File: src/rtl/fetch_stage_pkg.sv
// rtl/fetch_stage_pkg.sv - shared fetch-stage types, defaults and PC helpers
//
// Purpose: state encoding for the fetch FSM, reset defaults, the PC increment
//          and word-alignment helper used by fetch_stage and its IF/ID register.
// Ports:   none (package).

package fetch_stage_pkg;

    typedef enum logic [1:0] {
        S_IDLE  = 2'd0,
        S_FETCH = 2'd1,
        S_HOLD  = 2'd2,
        S_DROP  = 2'd3
    } fetch_state_e;

    localparam logic [31:0] DEF_RESET_PC  = 32'h0000_0000;
    localparam logic [31:0] DEF_NOP_INSTR = 32'h0000_0000;
    localparam logic [31:0] PC_INC        = 32'd4;

    // Redirect targets are always word aligned; low bits are dropped.
    function automatic logic [31:0] align_word(input logic [31:0] addr);
        return {addr[31:2], 2'b00};
    endfunction

endpackage

File: src/rtl/fetch_stage_if_id_reg.sv
// rtl/fetch_stage_if_id_reg.sv - IF/ID pipeline register with clear/hold/load priority
//
// Purpose: holds instr, pc, pc+4 and valid for the decode stage.
//          Priority is clear > hold > load; with no control asserted it keeps its value.
//          Clear turns the slot into a bubble (valid=0, instr=NOP) and leaves pc/pc4 as they were.
// Ports:
//   clk, rst_n          clock, asynchronous active-low reset
//   clear_i             make the slot a bubble
//   hold_i              keep current contents
//   load_i              capture instr_i/pc_i/pc4_i as a valid instruction
//   instr_i/pc_i/pc4_i  data to load
//   instr_o/pc_o/pc4_o  registered IF/ID contents
//   valid_o             1 = real instruction

module fetch_stage_if_id_reg #(
    parameter logic [31:0] NOP_INSTR = 32'h0000_0000
) (
    input  logic        clk,
    input  logic        rst_n,
    input  logic        clear_i,
    input  logic        hold_i,
    input  logic        load_i,
    input  logic [31:0] instr_i,
    input  logic [31:0] pc_i,
    input  logic [31:0] pc4_i,
    output logic [31:0] instr_o,
    output logic [31:0] pc_o,
    output logic [31:0] pc4_o,
    output logic        valid_o
);

    logic [31:0] instr_q, instr_d;
    logic [31:0] pc_q,    pc_d;
    logic [31:0] pc4_q,   pc4_d;
    logic        valid_q, valid_d;

    always_comb begin
        instr_d = instr_q;
        pc_d    = pc_q;
        pc4_d   = pc4_q;
        valid_d = valid_q;
        if (clear_i) begin
            instr_d = NOP_INSTR;
            valid_d = 1'b0;
        end else if (hold_i) begin
            instr_d = instr_q;
        end else if (load_i) begin
            instr_d = instr_i;
            pc_d    = pc_i;
            pc4_d   = pc4_i;
            valid_d = 1'b1;
        end
    end

    always_ff @(posedge clk or negedge rst_n) begin
        if (!rst_n) begin
            instr_q <= NOP_INSTR;
            pc_q    <= 32'h0000_0000;
            pc4_q   <= 32'h0000_0000;
            valid_q <= 1'b0;
        end else begin
            instr_q <= instr_d;
            pc_q    <= pc_d;
            pc4_q   <= pc4_d;
            valid_q <= valid_d;
        end
    end

    assign instr_o = instr_q;
    assign pc_o    = pc_q;
    assign pc4_o   = pc4_q;
    assign valid_o = valid_q;

endmodule

File: src/rtl/fetch_stage.sv
// rtl/fetch_stage.sv - instruction fetch stage: PC, imem req/ack, IF/ID register
//
// Purpose: owns the PC, fetches one word per ack from instruction memory and
//          feeds the IF/ID register. Stall holds PC and IF/ID; flush redirects
//          and kills both IF/ID and any in-flight fetch. Flush beats stall.
// Ports:
//   clk, rst_n         clock, asynchronous active-low reset
//   stall              decode cannot accept; hold PC and IF/ID
//   flush              redirect to branch_target (low two bits ignored)
//   branch_target      redirect address, sampled with flush
//   imem_req/addr      fetch request and word address (decoded from state/PC)
//   imem_rdata/ack     returned word and one-cycle completion
//   if_id_instr/pc/pc4/valid  registered IF/ID contents

module fetch_stage
    import fetch_stage_pkg::*;
#(
    parameter logic [31:0] RESET_PC  = DEF_RESET_PC,
    parameter logic [31:0] NOP_INSTR = DEF_NOP_INSTR
) (
    input  logic        clk,
    input  logic        rst_n,
    input  logic        stall,
    input  logic        flush,
    input  logic [31:0] branch_target,
    output logic        imem_req,
    output logic [31:0] imem_addr,
    input  logic [31:0] imem_rdata,
    input  logic        imem_ack,
    output logic [31:0] if_id_instr,
    output logic [31:0] if_id_pc,
    output logic [31:0] if_id_pc4,
    output logic        if_id_valid
);

    fetch_state_e state_q, state_d;
    logic [31:0]  pc_q, pc_d;
    logic [31:0]  pend_q, pend_d;            // redirect target waiting for the dropped fetch to finish
    logic [31:0]  skid_instr_q, skid_instr_d; // word acked while decode was stalled
    logic [31:0]  skid_pc_q, skid_pc_d;

    logic         ifid_clear;
    logic         ifid_hold;
    logic         ifid_load;
    logic [31:0]  load_instr;
    logic [31:0]  load_pc;
    logic [31:0]  target;

    assign target = align_word(branch_target);

    always_comb begin
        state_d      = state_q;
        pc_d         = pc_q;
        pend_d       = pend_q;
        skid_instr_d = skid_instr_q;
        skid_pc_d    = skid_pc_q;
        ifid_clear   = 1'b0;
        ifid_hold    = 1'b0;
        ifid_load    = 1'b0;
        load_instr   = imem_rdata;
        load_pc      = pc_q;

        case (state_q)
            S_IDLE: begin
                // Single post-reset cycle; a redirect here only retargets the first fetch.
                ifid_clear = 1'b1;
                state_d    = S_FETCH;
                if (flush) begin
                    pc_d = target;
                end
            end

            S_FETCH: begin
                if (flush) begin
                    ifid_clear   = 1'b1;
                    skid_instr_d = 32'h0000_0000;
                    skid_pc_d    = 32'h0000_0000;
                    if (imem_ack) begin
                        pc_d = target;
                    end else begin
                        // Request is still open and addr must stay stable: drain it first.
                        pend_d  = target;
                        state_d = S_DROP;
                    end
                end else if (imem_ack) begin
                    if (stall) begin
                        // Word arrived but decode is blocked: park it so it is neither lost nor refetched.
                        skid_instr_d = imem_rdata;
                        skid_pc_d    = pc_q;
                        ifid_hold    = 1'b1;
                        state_d      = S_HOLD;
                    end else begin
                        ifid_load = 1'b1;
                        pc_d      = pc_q + PC_INC;
                    end
                end else if (stall) begin
                    ifid_hold = 1'b1;
                end else begin
                    ifid_clear = 1'b1;
                end
            end

            S_HOLD: begin
                if (flush) begin
                    ifid_clear   = 1'b1;
                    skid_instr_d = 32'h0000_0000;
                    skid_pc_d    = 32'h0000_0000;
                    pc_d         = target;
                    state_d      = S_FETCH;
                end else if (stall) begin
                    ifid_hold = 1'b1;
                end else begin
                    ifid_load  = 1'b1;
                    load_instr = skid_instr_q;
                    load_pc    = skid_pc_q;
                    pc_d       = pc_q + PC_INC;
                    state_d    = S_FETCH;
                end
            end

            S_DROP: begin
                ifid_clear = 1'b1;
                if (imem_ack) begin
                    // A flush arriving with the ack is the newest redirect and wins.
                    pc_d    = flush ? target : pend_q;
                    state_d = S_FETCH;
                end else if (flush) begin
                    pend_d = target;
                end
            end

            default: begin
                state_d = S_IDLE;
            end
        endcase
    end

    always_ff @(posedge clk or negedge rst_n) begin
        if (!rst_n) begin
            state_q      <= S_IDLE;
            pc_q         <= RESET_PC;
            pend_q       <= 32'h0000_0000;
            skid_instr_q <= 32'h0000_0000;
            skid_pc_q    <= 32'h0000_0000;
        end else begin
            state_q      <= state_d;
            pc_q         <= pc_d;
            pend_q       <= pend_d;
            skid_instr_q <= skid_instr_d;
            skid_pc_q    <= skid_pc_d;
        end
    end

    // During S_DROP pc_q still holds the abandoned address, keeping imem_addr stable until ack.
    assign imem_req  = (state_q == S_FETCH) || (state_q == S_DROP);
    assign imem_addr = pc_q;

    fetch_stage_if_id_reg #(
        .NOP_INSTR (NOP_INSTR)
    ) u_if_id_reg (
        .clk     (clk),
        .rst_n   (rst_n),
        .clear_i (ifid_clear),
        .hold_i  (ifid_hold),
        .load_i  (ifid_load),
        .instr_i (load_instr),
        .pc_i    (load_pc),
        .pc4_i   (load_pc + PC_INC),
        .instr_o (if_id_instr),
        .pc_o    (if_id_pc),
        .pc4_o   (if_id_pc4),
        .valid_o (if_id_valid)
    );

endmodule

File: config.mk
export PLATFORM = sky130hd
export DESIGN_NAME = fetch_stage
export DESIGN_NICKNAME = d
export VERILOG_FILES = /design/src/rtl/fetch_stage_pkg.sv /design/src/rtl/fetch_stage_if_id_reg.sv /design/src/rtl/fetch_stage.sv
export SDC_FILE = /design/constraint.sdc
export NUM_CORES = 1
export LEC_CHECK = 0
export ABC_CLOCK_PERIOD_IN_PS = 6600
export CAP_MARGIN = 30
export CORE_MARGIN = 2
export CORE_UTILIZATION = 40
export DETAILED_ROUTE_END_ITERATION = 8
export DONT_BUFFER_PORTS = 1
export GPL_ROUTABILITY_DRIVEN = 0
export PLACE_DENSITY = 0.66
export RECOVER_POWER = 100
export SLEW_MARGIN = 20
export SYNTH_ARGS = -nofsm -noshare
export SYNTH_HDL_FRONTEND = slang
export SYNTH_SLANG_ARGS = --single-unit
File: constraint.sdc
create_clock -name clk -period 6.6 [get_ports clk]
set_clock_uncertainty 0.2 [all_clocks]
set_input_delay 1.32 -clock clk [delete_from_list [all_inputs] [get_ports clk]]
set_output_delay 1.32 -clock clk [all_outputs]
set_load 0.005 [all_outputs]
; ---- Yosys cells after proc, flatten, opt, wreduce, memory -nomap -nowiden
; Index checks and enable logic that the tools add are counted.
[totals]
regBits = 227
output_inout_bits = 130
[classes]
add_sub_neg = 2
n_eq_ne = 15
bitwise_logic = 2
n_mux = 52
n_reduce_logical = 13
[ops]
columns = operator, count
row1 = $mux 32, 25
row2 = $pmux 32 s2, 3
row3 = $pmux 32 s4, 1
row4 = $add 32x3->32 const B, 2
row5 = $ne 2x2->1 const B, 8
row6 = $mux 2, 7
row7 = $mux 1, 13
row8 = $ne 3x3->1 const B, 4
row9 = $reduce_and 3->1, 3
row10 = $pmux 2 s4, 1
row11 = $reduce_bool 2->1, 3
row12 = $reduce_and 5->1, 1
row13 = $eq 2x2->1 const B, 2
row14 = $reduce_and 4->1, 1
row15 = $reduce_or 2->1, 2
row16 = $pmux 1 s3, 1
row17 = $eq 2x1->1 const B, 1
row18 = $logic_not 2->1, 1
row19 = $not 1->1, 2
row20 = $pmux 1 s2, 1
row21 = $reduce_and 2->1, 1
row22 = $logic_or 1x1->1, 1

; ---- Longest topological paths before layout
; Gate-level depths: netlist of the first run.
[depth]
ltp_word = 7
ltp_mapped = 15

; ---- Cells and area by module
; From an unflattened synthesis of the first run, not the netlist that was laid out.
[hier_totals]
hier_cells = 1196
hier_area_um2 = 11687.5
[modules_own_cells]
columns = mod, cells_each, area_each_um2, instances
row1 = fetch_stage, 916, 7976.4, 1
row2 = fetch_stage_if_id_reg, 280, 3711.1, 1

; ---- Worst setup path before layout of the first run
; OpenSTA, ideal clock, no wires.
[synth_timing]
path_kind = input -> register
from = in stall
to = reg u_if_id_reg.pc4_q[30] (netlist: u_if_id_reg.pc4_o[30])
path_slack_ps = 2482
path_stages = 12
arrival_ps = 3849
path_buffers = 3
t_required_ps = 6331
setup_time_ps = 69
cell_sequence = buf_2 > nor3b_4 > buf_2 > buf_2 > nand2_1 > nand2_1 > ha_1 > nand3_1 > nor3_2 > o21ai_2 > or4_1 > nand3_1
[synth_lines]
columns = item, line_no
row1 = start: declaration, fetch_stage.sv:23  ; input logic stall,
row2 = $mux 32, -
row3 = $mux 32, fetch_stage.sv:104  ; if (flush) begin
row4 = $mux 32, fetch_stage.sv:63  ; case (state_q)
row5 = named net load_pc[2], fetch_stage.sv:46  ; logic [31:0] load_pc;
row6 = $add 32x3->32, fetch_stage.sv:168  ; .pc4_i (load_pc + PC_INC),
row7 = end signal: assignment, fetch_stage_if_id_reg.sv:64  ; pc4_q <= pc4_d;
row8 = end: declaration, fetch_stage_if_id_reg.sv:34  ; logic [31:0] pc4_q, pc4_d;
; The timed path passes the listed nets, and every way through them passes these cells.
; A chain may end at the register's enable or synchronous reset.

; ---- Worst setup path after layout of the first run
[layout_timing]
from = reg state_q[0]
to = reg u_if_id_reg.pc4_q[29] (netlist: u_if_id_reg.pc4_o[29])
[layout_between]
elab_chain_cells = 5
[layout_rtl]
columns = item, line_no
row1 = start: declaration, fetch_stage.sv:36  ; fetch_state_e state_q, state_d;
row2 = start signal: assignment, fetch_stage.sv:146  ; state_q <= state_d;
row3 = branches (longest 5 deep; another with $add 32x3->32), -
; Parallel ways; which one is timed is not known.

==> results of run 1 <==
-- final cells by class --
| cell class | instances | share of cell area, % |
|---|---|---|
| tap | 378 | 3.81 |
| multi-input combinational | 812 | 42.3 |
| sequential | 225 | 45.3 |
| inverter | 11 | 0.332 |
| clock buffer | 32 | 5.99 |
| clock inverter | 16 | 1.54 |
| timing repair buffer | 16 | 0.725 |
-- worst reg2reg max path: cells and delay by family, from the launching register on --
family	cells	cell delay, ns
simple gates	2	0.97
buf+inv	3	1.98
flops	1	0.41
compound gates	3	0.98
fa+ha+maj	1	0.36
-- power breakdown --
group,internal (µW),total (µW),switching [µW]
clock network,959,1560,598
logic,775,1800,1020
registers,1930,2610,680
-- metrics by stage --
step / worst slack, ns / hold slack (ns)
after global placement: 2.08 / 0.270
after detailed placement: 2.02 / 0.271
final: 1.53 / 0.282
after floorplan: 2.48 / 0.253
after global routing: 1.22 / 0.268
after CTS: 2.39 / 0.269
-- kinds of logic (layout without fill, tap and decap cells) --
kind of cell / count (synthesis) / count (layout) / synth area share [%]
simple gates: 397 / 397 / 16.3
xor+xnor: 17 / 17 / 1.31
mux: 61 / 61 / 5.75
compound gates: 330 / 330 / 22.0
buf+inv: 110 / 75 / 4.37
fa+ha+maj: 7 / 7 / 0.770
flops: 225 / 225 / 49.5
-- registers in the layout, summed over array words and instances (netlist names) --
signal               cells
u_if_id_reg.instr_o     32
imem_addr               32
skid_pc_q               32
u_if_id_reg.pc4_o       30
state_q                  2
u_if_id_reg.pc_o        32
u_if_id_reg.valid_o      1
pend_q                  32
skid_instr_q            32
-- worst paths after layout --
check,start,end,slack (ns),cells after the start
worst min register to register,pend_q[0],pend_q[0],0.30,1
max in group asynchronous,rst_n,u_if_id_reg.instr_o[14],5.61,0
worst max register to register,state_q[0],u_if_id_reg.pc4_o[29],1.53,9
worst max-delay path,state_q[0],u_if_id_reg.pc4_o[29],1.53,9
worst min-delay path,rst_n,pend_q[2],0.28,0
min in group clk,pend_q[0],pend_q[0],0.30,1
-- metal layers --
layer | part of all wire [%] | GRT usage, %
met5 | 0 | 0
met2 | 43 | 30.1
met3 | 11 | 7.28
met1 | 44 | 30.2
met4 | 2.6 | 6.02
-- cells in the final DEF, fill, tap and decap left out, drive strengths merged, types with 11 or more instances in the layout --
cell	n
mux2	31
a21oi	13
a311oi	34
nand3	23
nand2	179
mux2i	30
xnor2	12
nor3	26
nor2	85
o31ai	15
inv	13
nand2b	11
a22o	70
dfrtp	225
o21ai	81
a221oi	19
nand4	21
clkbuf	40
==> metrics.md, run 1 <==
| Metric | Value |
|---|---|
| Run status | `complete, but fails checks` |
| Failing checks | `max-capacitance violations, max-slew violations` |
| Relative slew margins | `-80.3%` |
| Worst-Skew Late Latency | `0.53 ns` |
| Placed cell count | `1442` |
| Tot Pwr | `5960 µW` |
| Layout net count | `1168` |
| Final Max Slew Viols | `165` |
| Multi-input gate area in the final layout | `5250 µm²` |
| Core ar. | `27900 µm²` |
| Vias in the first global route | `8462` |
| Peak VDD IR | `0.293 mV` |
| Biggest area consumer among synthesized cells | `dfrtp_1` |
| Routed wire length | `32000 µm` |
| Avg Cell Area, Syn | `9.91 µm²` |
| Fin. Hold Viols | `0` |
| Max clock buf depth | `3` |
| Share of cells above drive strength 1 | `9.98%` |
| RSZ-0062 raised after global routing | `false` |
| Crit path kind | `reg -> reg` |
| P&R area growth vs syn | `9.29%` |
| HP Class | `in -> async` |
| Post-synth net total | `1223` |
| Vias | `8910` |
| HPWL after detailed placement | `21400 µm` |
| Worst EP arrival | `5.23 ns` |
| Iteration-0 DRC Markers | `885` |
| Htree depth | `1` |
| Tot GR Track Use | `21.1%` |
| Dpl cell area | `11600 µm²` |
| Filler instances | `2596` |
| Synth top area share | `49.5%` |
| Pin count of the biggest net entering global routing | `226` |
| Setup TNS | `0 ns` |
| Initial Util | `40.8%` |
| Slowest CP cell | `clkbuf_1` |
| Count leader, synth | `dfrtp_1` |
| Worst-path fanout max | `50` |
| CTS Buf Count | `26` |
| Worst-path clk slew | `0.06 ns` |
| Synth Register Bits | `225` |
| Worst path max stage delay | `1.18 ns` |
| Hold bufs inserted after CTS | `0` |
| Post-layout min period | `5.07 ns` |
| GR Overflow Total | `0` |
| Antenna viol nets, final | `0` |
| Sequential area share after synthesis | `49.5%` |
| Synthesis Warnings | `0` |
| Top cells by area, synth | `dfrtp_1 50%, nand2_1 5.9%, a22o_1 5.4%` |
| Final Cell Area | `12400 µm²` |
| Crit-path leading delay family | `buffers and inverters` |
| Remaining DRCs | `0` |
| WL per Instance | `21.4 µm` |
| Ports | `199` |
| Drt pass-1 iters | `5` |
| Maximum clock rate | `0.197 GHz` |
| Least-Margin Pin Slew | `2.70 ns` |
| Non-filler cells, final | `1490` |
| Max cap viols | `4` |
| Worst Path Buf+Inv | `3` |
| DR vias/cell | `5.98` |
| Power Density | `480 nW/µm²` |
| First-pass GRT wire length | `51000 µm` |
| Post-synth ARST share | `100%` |
| Post-Synthesis Cells | `1147` |
| CP required | `6.75 ns` |
| # resized after CTS | `0` |
| Port-buffer cells | `0` |
| Register area | `5630 µm²` |
| Critical path endpoint category | `register` |
| Yosys cell types | `71` |
| Post-CTS setup buffers | `0` |
| Cell row count | `61` |
| Die H | `173 µm` |
| CTS tree | `done` |
| Tcrit/Tclk final | `76.8%` |
| Worst-path cell chain | `inv_1 -> ha_1 -> nor3b_4 -> buf_4 -> clkbuf_1 -> nor4_2 -> o22ai_2 -> o31a_1 -> o31ai_1` |
| Mapped Area | `11400 µm²` |
| Die area | `29800 µm²` |
| Synth top cells by count | `225 x dfrtp_1, 179 x nand2_1, 85 x nor2_1` |
| Leak | `0.00520 µW` |
| Clock sinks | `225` |
| Post-synth EDFFs | `0` |
| Horiz. Die Dim | `173 µm` |
| Initial antenna violation count | `0` |
| Final core utilization | `44.6%` |
| Clock Root Buffer | `clkbuf_16` |
| Worst setup SP type | `register` |
| Main synth FF type | `dfrtp_1` |
| Endpoints failing setup | `0` |
| Antenna fix cells | `0` |
(Power assumes the default switching activity.)
==> run 2: changes to the inputs <==
Settings changed: ABC_CLOCK_PERIOD_IN_PS 6600 to 5280.
Clock period 6.6 ns to 5.28 ns, I/O delays scaled along.
==> run 2 against run 1 <==
Against the previous run:
- the run still ends with max-capacitance violations, max-slew violations left
- wire length up 0.20%
- global-route usage shrank 0.10 points
- via count rose by 0.43%
- register-to-register slack worse by 0.58 ns
- utilization decreased by 0.53 points
- critical path depth up 2
- highest routed layer unchanged
==> metrics.md, run 2 (synthesis results as in run 1) <==
| Metric | Value |
|---|---|
| Core ar. | `27900 µm²` |
| Cell row count | `61` |
| Flop pwr share | `45.5%` |
| Setup TNS | `0 ns` |
| Post-layout min period | `4.33 ns` |
| RSZ-0062 raised after global routing | `false` |
| Worst path max stage delay | `0.72 ns` |
| Port-buffer cells | `0` |
| First-pass GRT wire length | `50900 µm` |
| DR vias/cell | `6.02` |
| Antenna fix cells | `0` |
| WL per Instance | `21.5 µm` |
| Worst-path cell chain | `inv_1 -> ha_1 -> nor3b_4 -> mux2i_1 -> inv_1 -> ha_1 -> nand3_1 -> nor3_1 -> o221ai_1 -> or3_1 -> nand3_1` |
| Final Max Slew Viols | `69` |
| WP depth | `11` |
| Worst Path Buf+Inv | `2` |
| Worst-path fanout max | `14` |
| Clock power share | `23.2%` |
| Run status | `complete, but fails checks` |
| FF-to-FF path depth | `11` |
| Maximum clock rate | `0.231 GHz` |
| # resized after CTS | `0` |
| Worst-Skew Late Latency | `0.52 ns` |
| Critical path endpoint category | `register` |
| Global-route track usage on met2 | `30.9%` |
| Relative slew margins | `-25.4%` |
| Tot Pwr | `7190 µW` |
| Switching pwr | `2830 µW` |
| Tcrit/Tclk final | `82.1%` |
| Comb pwr share | `31.3%` |
| Most frequent cells in the layout | `225 x dfrtp_1, 179 x nand2_1, 85 x nor2_1, 80 x o21ai_0, 70 x a22o_1` |
| Initial antenna violation count | `0` |
| Max cap viols | `2` |
| Drt pass-1 iters | `7` |
| Fin. Hold Viols | `0` |
| Clock sinks | `225` |
| Iteration-0 DRC Markers | `895` |
| Global routing usage on met3 | `7.28%` |
| Vias in the first global route | `8487` |
| Crit path kind | `reg -> reg` |
| Met1 usage | `29.5%` |
| Crit-path leading delay family | `simple AND/OR/NAND/NOR gates` |
| Non-filler cells, final | `1487` |
| Leak | `0.00512 µW` |
| Pin count of the biggest net entering global routing | `226` |
| Most common cell after layout, fill and taps aside | `dfrtp_1` |
| Clock Root Buffer | `clkbuf_16` |
| Ports | `199` |
| Peak VDD IR | `0.241 mV` |
| Total internal power | `4360 µW` |
| Horiz. Die Dim | `173 µm` |
| Post-CTS setup buffers | `0` |
| HPWL after detailed placement | `21700 µm` |
| Tot GR Track Use | `21.0%` |
| Worst-path clk slew | `0.06 ns` |
| Placed cell count | `1442` |
| GR Overflow Total | `0` |
| Share of cells above drive strength 1 | `9.11%` |
| Failing checks | `max-capacitance violations, max-slew violations` |
| Antenna viol nets, final | `0` |
| Die area | `29800 µm²` |
| Routed wire length | `32000 µm` |
| Initial Util | `40.8%` |
| Vias | `8948` |
| Max clock buf depth | `3` |
| CP required | `5.52 ns` |
| Worst EP arrival | `4.58 ns` |
| Sw Ratio | `39.3%` |
| CTS tree | `done` |
| Slowest CP cell | `nor3b_4` |
| CTS Buf Count | `25` |
| Least-Margin Pin Slew | `1.88 ns` |
| Die H | `173 µm` |
| HP Class | `in -> async` |
| GRT Max-Usage Layer | `met2` |
| P&R area growth vs syn | `7.98%` |
| Endpoints failing setup | `0` |
| Hold bufs inserted after CTS | `0` |
| Remaining DRCs | `0` |
| Power Density | `586 nW/µm²` |
| Htree depth | `1` |
| Layout net count | `1168` |
| Worst setup SP type | `register` |
-- run 2: per-stage QoR --
step                setup slack (ns)  hold slack, ns  area (µm²)  utilization, %
CTS                             1.29          0.0207       12300            44.3
floorplan                       1.43           0.253       11400               -
global placement                1.28           0.269       11600            41.5
global route                   0.546          0.0176       12300            44.1
detailed placement              1.17           0.271       11600            41.5
finish                         0.946          0.0380       12300            44.1
-- run 2: power groups by stage --
stage | combinational (µW) | sequential [µW] | clock, µW
floorplan | 1920 | 2880 | 0
global placement | 2190 | 3270 | 0
detailed placement | 2260 | 3300 | 0
CTS | 2270 | 3270 | 1700
global route | 2510 | 3370 | 1780
finish | 2250 | 3270 | 1670
-- run 2: final timing paths --
kind	from	to	slack (ns)
setup / recovery	state_q[0]	u_if_id_reg.pc4_o[28]	0.95
hold / removal	rst_n	pend_q[3]	0.04
setup reg to reg	state_q[0]	u_if_id_reg.pc4_o[28]	0.95
hold reg to reg	pend_q[1]	pend_q[1]	0.28
max in group asynchronous	rst_n	imem_addr[0]	4.45
min in group clk	pend_q[1]	pend_q[1]	0.28
-- run 2: final cells by class --
class                   instances  area (µm²)
inverters                      11        41.3
flip-flops and latches        225        5630
multi-input cells             812        5250
clock inverters                 6        57.6
fillers                      2643       15600
well taps                     378         473
repair buffers                 17        96.3
clock buffers                  38         724
-- run 2: routing by layer --
| metal | share of wire, % | wire (µm) | up-vias |
|---|---|---|---|
| li1 | - | - | 4149 |
| met1 | 44 | 14000 | 4400 |
| met2 | 44 | 14000 | 355 |
| met3 | 11 | 3360 | 44 |
| met4 | 2.1 | 670 | 0 |
| met5 | 0 | 0 | - |
==> run 3: changes to the inputs <==
Settings changed: ABC_CLOCK_PERIOD_IN_PS 5280 to 3700, PLACE_DENSITY 0.66 to 0.68.
Clock period 5.28 ns to 3.7 ns, I/O delays scaled along.
==> run 3 against run 2 <==
Against the previous run:
- critical path type unchanged
- worst setup slack worse by 0.73 ns
- first-iteration DRC count is 13% higher
- die area stayed put
- the flow finishes with violations (negative hold slack)
==> metrics.md, run 3 (synthesis results as in run 1) <==
| Metric | Value |
|---|---|
| Max clock buf depth | `3` |
| HPWL after detailed placement | `21600 µm` |
| Die H | `173 µm` |
| CP required | `3.94 ns` |
| Leak | `0.00525 µW` |
| Pin count of the biggest net entering global routing | `226` |
| Die area | `29800 µm²` |
| Worst-path clk slew | `0.06 ns` |
| Ports | `199` |
| Worst-path cell chain | `inv_1 -> ha_1 -> nor3b_4 -> buf_4 -> nor4_1 -> o22ai_2 -> buf_2 -> o31a_1 -> o31ai_1` |
| Initial antenna violation count | `0` |
| Antenna fix cells | `0` |
| Clock sinks | `225` |
| Remaining DRCs | `0` |
| Critical path origin | `state_q[0]` |
| P&R area growth vs syn | `10.3%` |
| Worst setup SP type | `register` |
| GR Overflow Total | `0` |
| Htree depth | `1` |
| Antenna viol nets, final | `0` |
| R2r startpoint | `state_q[0]` |
| CTS tree | `done` |
| Filler instances | `2571` |
| Failing checks | `negative hold slack` |
| Worst EP arrival | `3.72 ns` |
| Relative slew margins | `9.25%` |
| Dpl cell area | `11600 µm²` |
| Worst-path fanout max | `55` |
| Endpoints failing setup | `0` |
| Final core utilization | `45.0%` |
| Non-filler cells, final | `1496` |
| Share of cells above drive strength 1 | `10.7%` |
| RR Endpoint | `u_if_id_reg.pc4_o[23]` |
| Least-Margin Pin Slew | `1.36 ns` |
| Tot GR Track Use | `20.9%` |
| Reg2reg setup slack | `0.22 ns` |
| Most common cell after layout, fill and taps aside | `dfrtp_1` |
| Run status | `complete, but fails checks` |
| Maximum clock rate | `0.287 GHz` |
| Power Density | `863 nW/µm²` |
| Initial Util | `40.8%` |
| WL per Instance | `21.4 µm` |
| Tcrit/Tclk final | `94.2%` |
| Worst path max stage delay | `0.86 ns` |
| Port-buffer cells | `0` |
| Critical path endpoint category | `register` |
| HP Class | `in -> async` |
| DR vias/cell | `6.07` |
| Crit path kind | `reg -> reg` |
| Setup TNS | `0 ns` |
| Max cap viols | `0` |
| Vias in the first global route | `8387` |
| Iteration-0 DRC Markers | `1009` |
| Final Cell Area | `12500 µm²` |
| Layout net count | `1176` |
| Placed cell count | `1451` |
| RSZ-0062 raised after global routing | `false` |
| Worst-Skew Late Latency | `0.54 ns` |
| Most frequent cells in the layout | `225 x dfrtp_1, 179 x nand2_1, 85 x nor2_1, 80 x o21ai_0, 70 x a22o_1` |
| Cell row count | `61` |
| First-pass GRT wire length | `50700 µm` |
| Vias | `9077` |
| Hold Slack | `-0.302 ns` |
| Drt pass-1 iters | `6` |
| Slowest CP cell | `nor4_1` |
| CTS Buf Count | `25` |
| Fin. Hold Viols | `225` |
| FF-to-FF path depth | `9` |
| Post-layout min period | `3.48 ns` |
| Core ar. | `27900 µm²` |
| CP endpoint | `u_if_id_reg.pc4_o[23]` |
| Clock Root Buffer | `clkbuf_16` |
| Final Max Slew Viols | `0` |
| Peak VDD IR | `0.322 mV` |
| Pre-CTS WS | `0.335 ns` |
| Min setup slack post-route | `0.216 ns` |
| Horiz. Die Dim | `173 µm` |
| Routed wire length | `32100 µm` |
[run 3: how the worst min path moves through the flow]
stage,cells past startpoint,start,to
2_1_floorplan,0,rst_n,imem_addr[0]
5_1_grt,0,rst_n,pend_q[8]
4_1_cts,0,rst_n,imem_addr[16]
6_report,0,rst_n,imem_addr[2]
3_5_place_dp,0,rst_n,pend_q[8]
3_3_place_gp,0,rst_n,pend_q[8]
[run 3: timing repair]
| action | in CTS | in global routing |
|---|---|---|
| resized for setup | 0 | 0 |
| hold endpoints to repair | 225 | 225 |
| setup buffers | 0 | 0 |
[run 3: worst max-delay path: cells and delay by family, from the launching register on]
kind | cells | cell delay (ns)
AO/OA/AOI/OAI | 3 | 0.71
adder cells (fa/ha/maj) | 1 | 0.30
buffers and inverters | 3 | 0.68
flip-flops | 1 | 0.39
AND/OR/NAND/NOR | 2 | 1.08
[run 3: layout make-up]
| cell class | instances | area, µm² | share of cell area [%] |
|---|---|---|---|
| clock inverters | 14 | 279 | 2.23 |
| clock buffers | 31 | 688 | 5.49 |
| multi-input cells | 812 | 5260 | 42.0 |
| inverters | 11 | 41.3 | 0.329 |
| repair buffers | 25 | 163 | 1.30 |
| well taps | 378 | 473 | 3.77 |
| flip-flops and latches | 225 | 5630 | 44.9 |
[run 3: routing by layer]
metal  global-route usage (%)  share of wire (%)  up-vias
met3                     7.89                 11       50
met5                        0                  0        -
met4                     5.91                2.5        0
met1                     29.4                 44     4515
li1                         -                  -     4171
met2                     30.2                 43      341
[run 3: stage by stage]
step | total power (µW) | hold slack, ns
global placement | 7830 | 0.251
detailed placement | 7950 | 0.249
floorplan | 6850 | 0.244
CTS | 10900 | -0.315
global route | 11500 | -0.311
finish | 10800 | -0.302
[run 3: report_power, final]
part / total [µW] / switching [µW] / internal (µW)
Combinational: 3220 / 1830 / 1390
Sequential: 4680 / 1240 / 3440
Clock: 2920 / 1050 / 1870
